<file path="config.mk">
export PLATFORM = sky130hd
export DESIGN_NAME = wb_ctrl
export DESIGN_NICKNAME = d
export VERILOG_FILES = /design/src/rtl/wb_ctrl.sv
export SDC_FILE = /design/constraint.sdc
export NUM_CORES = 1
export LEC_CHECK = 0
export CELL_PAD_IN_SITES_DETAIL_PLACEMENT = 1
export CELL_PAD_IN_SITES_GLOBAL_PLACEMENT = 1
export CORE_MARGIN = 4
export CORE_UTILIZATION = 42
export CTS_CLUSTER_DIAMETER = 200
export DETAILED_ROUTE_END_ITERATION = 8
export PLACE_DENSITY_LB_ADDON = 0.15
export REMOVE_ABC_BUFFERS = 1
export SLEW_MARGIN = 10
export SYNTH_ARGS = -nofsm -noshare
export SYNTH_HDL_FRONTEND = slang
export SYNTH_SLANG_ARGS = --single-unit
</file>
<file path="constraint.sdc">
create_clock -name clk -period 4.05 [get_ports clk]
set_clock_uncertainty 0.15 [all_clocks]
set_input_delay 1.0125 -clock clk [delete_from_list [all_inputs] [get_ports clk]]
set_output_delay 1.0125 -clock clk [all_outputs]
set_load 0.02 [all_outputs]
</file>
<file path="src/rtl/wb_ctrl.sv">
// wb_ctrl: write-back sequencer for the 8-bit datapath.
// ALU results are written to the register file one cycle after acceptance.
// A load first issues a one-cycle memory read strobe.
// It then waits MEM_LAT cycles and writes the returned memory value.
// Execute is back-pressured until the load write cycle is reached.
module wb_ctrl #(
    parameter int ADDR_W  = 3,
    parameter int MEM_LAT = 2
) (
    input  logic              clk,
    input  logic              rst_n,
    input  logic              wb_valid,
    output logic              wb_ready,
    input  logic              wb_is_load,
    input  logic [ADDR_W-1:0] wb_dest,
    input  logic              flush,
    output logic              mem_rd_en,
    output logic              mem_sel,
    output logic              reg_we,
    output logic [ADDR_W-1:0] reg_waddr,
    output logic              stall,
    output logic [7:0]        load_cnt
);

    localparam logic [1:0] S_IDLE = 2'd0;
    localparam logic [1:0] S_RD   = 2'd1;
    localparam logic [1:0] S_WAIT = 2'd2;
    localparam logic [1:0] S_WB   = 2'd3;

    // Number of WAIT cycles between the read strobe and the write.
    // A value of zero means RD goes straight to WB.
    localparam logic [3:0] LAT_M1 = 4'(MEM_LAT - 1);

    logic [1:0]        state;
    logic [1:0]        state_nxt;
    logic [3:0]        lat_cnt;
    logic [3:0]        lat_cnt_nxt;
    logic [ADDR_W-1:0] dest_q;
    logic              accept;
    logic              enter_wb;

    // Handshake: only idle or the final load-write cycle can take a new request
    always_comb begin
        wb_ready = ((state == S_IDLE) || (state == S_WB)) && !flush;
        stall    = !wb_ready;
        accept   = wb_valid && wb_ready;
    end

    // Next-state and latency-countdown logic; flush abandons an outstanding read
    always_comb begin
        state_nxt   = state;
        lat_cnt_nxt = lat_cnt;
        case (state)
            S_IDLE, S_WB: begin
                state_nxt = (accept && wb_is_load) ? S_RD : S_IDLE;
            end
            S_RD: begin
                if (flush) begin
                    state_nxt   = S_IDLE;
                    lat_cnt_nxt = 4'd0;
                end else if (LAT_M1 == 4'd0) begin
                    state_nxt = S_WB;
                end else begin
                    state_nxt   = S_WAIT;
                    lat_cnt_nxt = LAT_M1;
                end
            end
            default: begin
                lat_cnt_nxt = lat_cnt - 4'd1;
                if (flush) begin
                    state_nxt   = S_IDLE;
                    lat_cnt_nxt = 4'd0;
                end else if (lat_cnt_nxt == 4'd0) begin
                    state_nxt = S_WB;
                end
            end
        endcase
        enter_wb = (state_nxt == S_WB);
    end

    // State, countdown and captured load destination
    always_ff @(posedge clk or negedge rst_n) begin
        if (!rst_n) begin
            state   <= S_IDLE;
            lat_cnt <= 4'd0;
            dest_q  <= '0;
        end else begin
            state   <= state_nxt;
            lat_cnt <= lat_cnt_nxt;
            if (accept) begin
                dest_q <= wb_dest;
            end
        end
    end

    // Registered datapath controls for the cycle following each decision
    always_ff @(posedge clk or negedge rst_n) begin
        if (!rst_n) begin
            mem_rd_en <= 1'b0;
            mem_sel   <= 1'b0;
            reg_we    <= 1'b0;
            reg_waddr <= '0;
        end else begin
            mem_rd_en <= accept && wb_is_load;
            mem_sel   <= (state_nxt != S_IDLE);
            reg_we    <= (accept && !wb_is_load) || enter_wb;
            if (accept && !wb_is_load) begin
                reg_waddr <= wb_dest;
            end else if (enter_wb) begin
                reg_waddr <= dest_q;
            end
        end
    end

    // Saturating count of load write-backs, bumped as the write is issued
    always_ff @(posedge clk or negedge rst_n) begin
        if (!rst_n) begin
            load_cnt <= 8'd0;
        end else if (enter_wb && (load_cnt != 8'hFF)) begin
            load_cnt <= load_cnt + 8'd1;
        end
    end

endmodule

</file>
==> results.yml <==
die:
  pin_count: 24
  fp.coreArea_um2: 2734
  die_h_um: 61.42
  start_util: 0.4384
  placementRows: 19
  die-area_um2: 3772
  die_w_um: 61.42
clock_network:
  cts_max_level: 1
  postCtsSetupBuffers: 0
  postCtsHoldBufs: 0
  ctsRootBufferMaster: "clkbuf_4"
  cts_buffers: 3
  clockBufferDepth: 2
  clk_pin_slew_ns: 0.13
  cts_resized: 0
  clk_latency_ns: 0.31
  clkSinkCount: 23
  cts_tree: "yes"
routing:
  drc_errors: 0
  first_pass_iters: 2
  vias: 915
  wl_met1_mm: 1.165
  wl_per_cell_um: 16.01
  wl_met3_um: 77
  dr.max_layer_used: "met4"
  wirelength_mm: 2.641
  final_antenna_net_count: 0
  dr.first_iter.drc_count: 41
  dr_wl_met2_mm: 1.367
  via_per_inst: 5.545
worst_setup_path:
  path_common_cell: "clkdlybuf4s50_1"
  critPathKind: "in -> out"
  reg2regPathDepth: 7
  start_kind: "input pin"
  critPathMaxFanout: 5
  critical_path_required_ns: 2.89
  reg2reg_setup_slack_ns: 1.26
  r2r-end: "load_cnt[1]$_DFFE_PN0P_"
  endpoint_kind: "output port"
  slowest_delay_ns: 0.67
  rr_startpoint: "lat_cnt[0]$_DFFE_PN0P_"
  crit_slowest_cell: "clkdlybuf4s50_1"
  cp_num_buf_inv: 2
  path_delay_family: "buffers and inverters"
  critical_path.cell_chain: "clkdlybuf4s50_1 -> nor2b_1 -> clkdlybuf4s50_1"
  cp.arrival_ns: 2.38
global_routing:
  grt_max_degree: 24
  grt_use_total: 0.1639
  grt_overflow_total: 0
  grt_pass1_wl_mm: 4.650
  grt_pass1_vias: 1010
  antenna_found_initial: 0
sta:
  setup_slack_ns: 0.5040
  tightest_slew_ns: 1.042
  hold_ws_ns: 0.3549
  finalSetupTns_ns: 0
  maxSlewHeadroom: 0.3030
  setup_viol: 0
  min_period_ns: 3.546
  fin_crit_sh: 0.8756
  rsz0062_at_grt: "no"
  hold_viol_final: 0
  slew_violations: 0
  fmax_mhz: 282.0
yosys:
  netlist_area_um2: 1199
  synth_area_leaders: "dfrtp_1 (48%), ha_1 (5.2%), and3_1 (3.7%)"
  synth.top_cell.area_share: 0.4802
  syn_avg_cell_area_um2: 11.00
  synth_cells: 109
  synth_top_area_cell: "dfrtp_1"
  ys_ff_latch: 23
  yosys_warnings: 0
  synth_cell_types: 36
  ys_seq_area_frac: 0.4802
final_layout:
  final_cell_mix: "dfrtp_1 (23), clkdlybuf4s50_1 (23), and3_1 (7), nand2_1 (7)"
  syn_to_final_growth_pct: 23.59
  fillers: 305
  final_nets: 148
  multiInputGateArea_um2: 569.3
  final_layout_size_suffix_gt1_frac: 0.1567
  ff_latch_area_um2: 575.6
  fin_area_um2: 1481
  diodes: 0
job:
  cap_violations: 0
hold_path:
  hold_path_startpoint: "load_cnt[4]$_DFFE_PN0P_"
  worst_hold_path_type: "reg -> reg"
  worstHoldEndpoint: "load_cnt[4]$_DFFE_PN0P_"
  hold_depth: 1
place:
  place_congestion: 0.7011
  hpwl_mm: 2.015
  port_buffers: 23
  post_dp_cell_area_um2: 1455
  pre_cts_slack_ns: 0.5106
run_status:
  status: "complete, no violations"
pwr:
  p_per_area_nw_per_um2: 454.7
  ir_drop_v: 0.0002814
  p_leak_nw: 0.6531
  total_power_mw: 0.6736
-- sequential cells by signal, summed over array words and instances, names as in the netlist --
name	count
load_cnt	8
lat_cnt	4
dest_q	3
reg_waddr	3
state	2
mem_rd_en	1
mem_sel	1
reg_we	1
-- area by class of cell --
| cell class | count | area share |
|---|---|---|
| Timing Repair Buffer | 26 | 0.1706 |
| Tap cell | 31 | 0.02618 |
| Clock buffer | 4 | 0.01774 |
| Inverter | 5 | 0.01267 |
| Sequential cell | 23 | 0.3885 |
| Multi-Input combinational cell | 76 | 0.3843 |
-- worst reg2reg max path, stage by stage (launching register included) --
cell	delay, ns
dfrtp_1	0.45
inv_1	0.09
ha_1	0.26
o41ai_2	0.45
nand2_1	0.16
a311oi_4	0.54
and3_4	0.30
mux2_4	0.29
-- metal layers --
layer	GRT usage	vias up
met4	0.05455	0
met3	0.02306	3
met1	0.1979	456
met5	0	-
li1	-	442
met2	0.2976	14
-- report_power, final --
group | switching, mW | internal [mW]
combinational | 0.126 | 0.122
clock | 0.0704 | 0.0385
sequential | 0.0437 | 0.273
total | 0.240 | 0.434
-- cells in the mapped netlist --
cell type / instances
o21ai_2: 1
or3_2: 1
or4b_2: 1
clkbuf_1: 2
nor2b_1: 3
xnor2_1: 4
o31ai_1: 1
mux2_2: 3
nor2_1: 4
nand4_1: 4
o21bai_1: 1
a21oi_1: 2
nand3b_1: 1
nand2b_1: 1
or2_2: 2
mux2_4: 1
ha_1: 5
a21bo_2: 3
buf_6: 2
a41oi_1: 2
a31oi_1: 5
nand3_1: 4
a311oi_4: 1
dfrtp_1: 23
and3_1: 7
o41ai_1: 1
o21a_1: 1
o21ai_0: 3
nand2_1: 7
nor3_1: 3
inv_1: 5
and3_4: 1
nand4b_1: 1
o41ai_2: 1
xor2_1: 1
buf_2: 1
-- metrics by stage --
step | utilization | instances
floorplan | - | 104
global placement | 0.5323 | 161
detailed placement | 0.5323 | 161
CTS | 0.5419 | 165
global route | 0.5419 | 165
finish | 0.5419 | 165
-- cells by family after synthesis --
family	count (synthesis)	share of synthesized area
adders and majority gates	5	0.05219
and+or+nand+nor	40	0.1900
xor gates and xnor gates	5	0.03653
muxes	4	0.04070
DFF	23	0.4802
buffers and inverters	10	0.04488
AOI/OAI and AO/OA	22	0.1556
-- worst max path at each step --
stage,start,cells past startpoint,slack (ns),end
after floorplan,flush,2,1.23,stall
after global placement,flush,3,0.54,wb_ready
after detailed placement,flush,3,0.51,wb_ready
after CTS,flush,3,0.50,wb_ready
after global routing,flush,3,0.43,wb_ready
final,flush,3,0.50,wb_ready
Power figures use the tool's default switching activity.
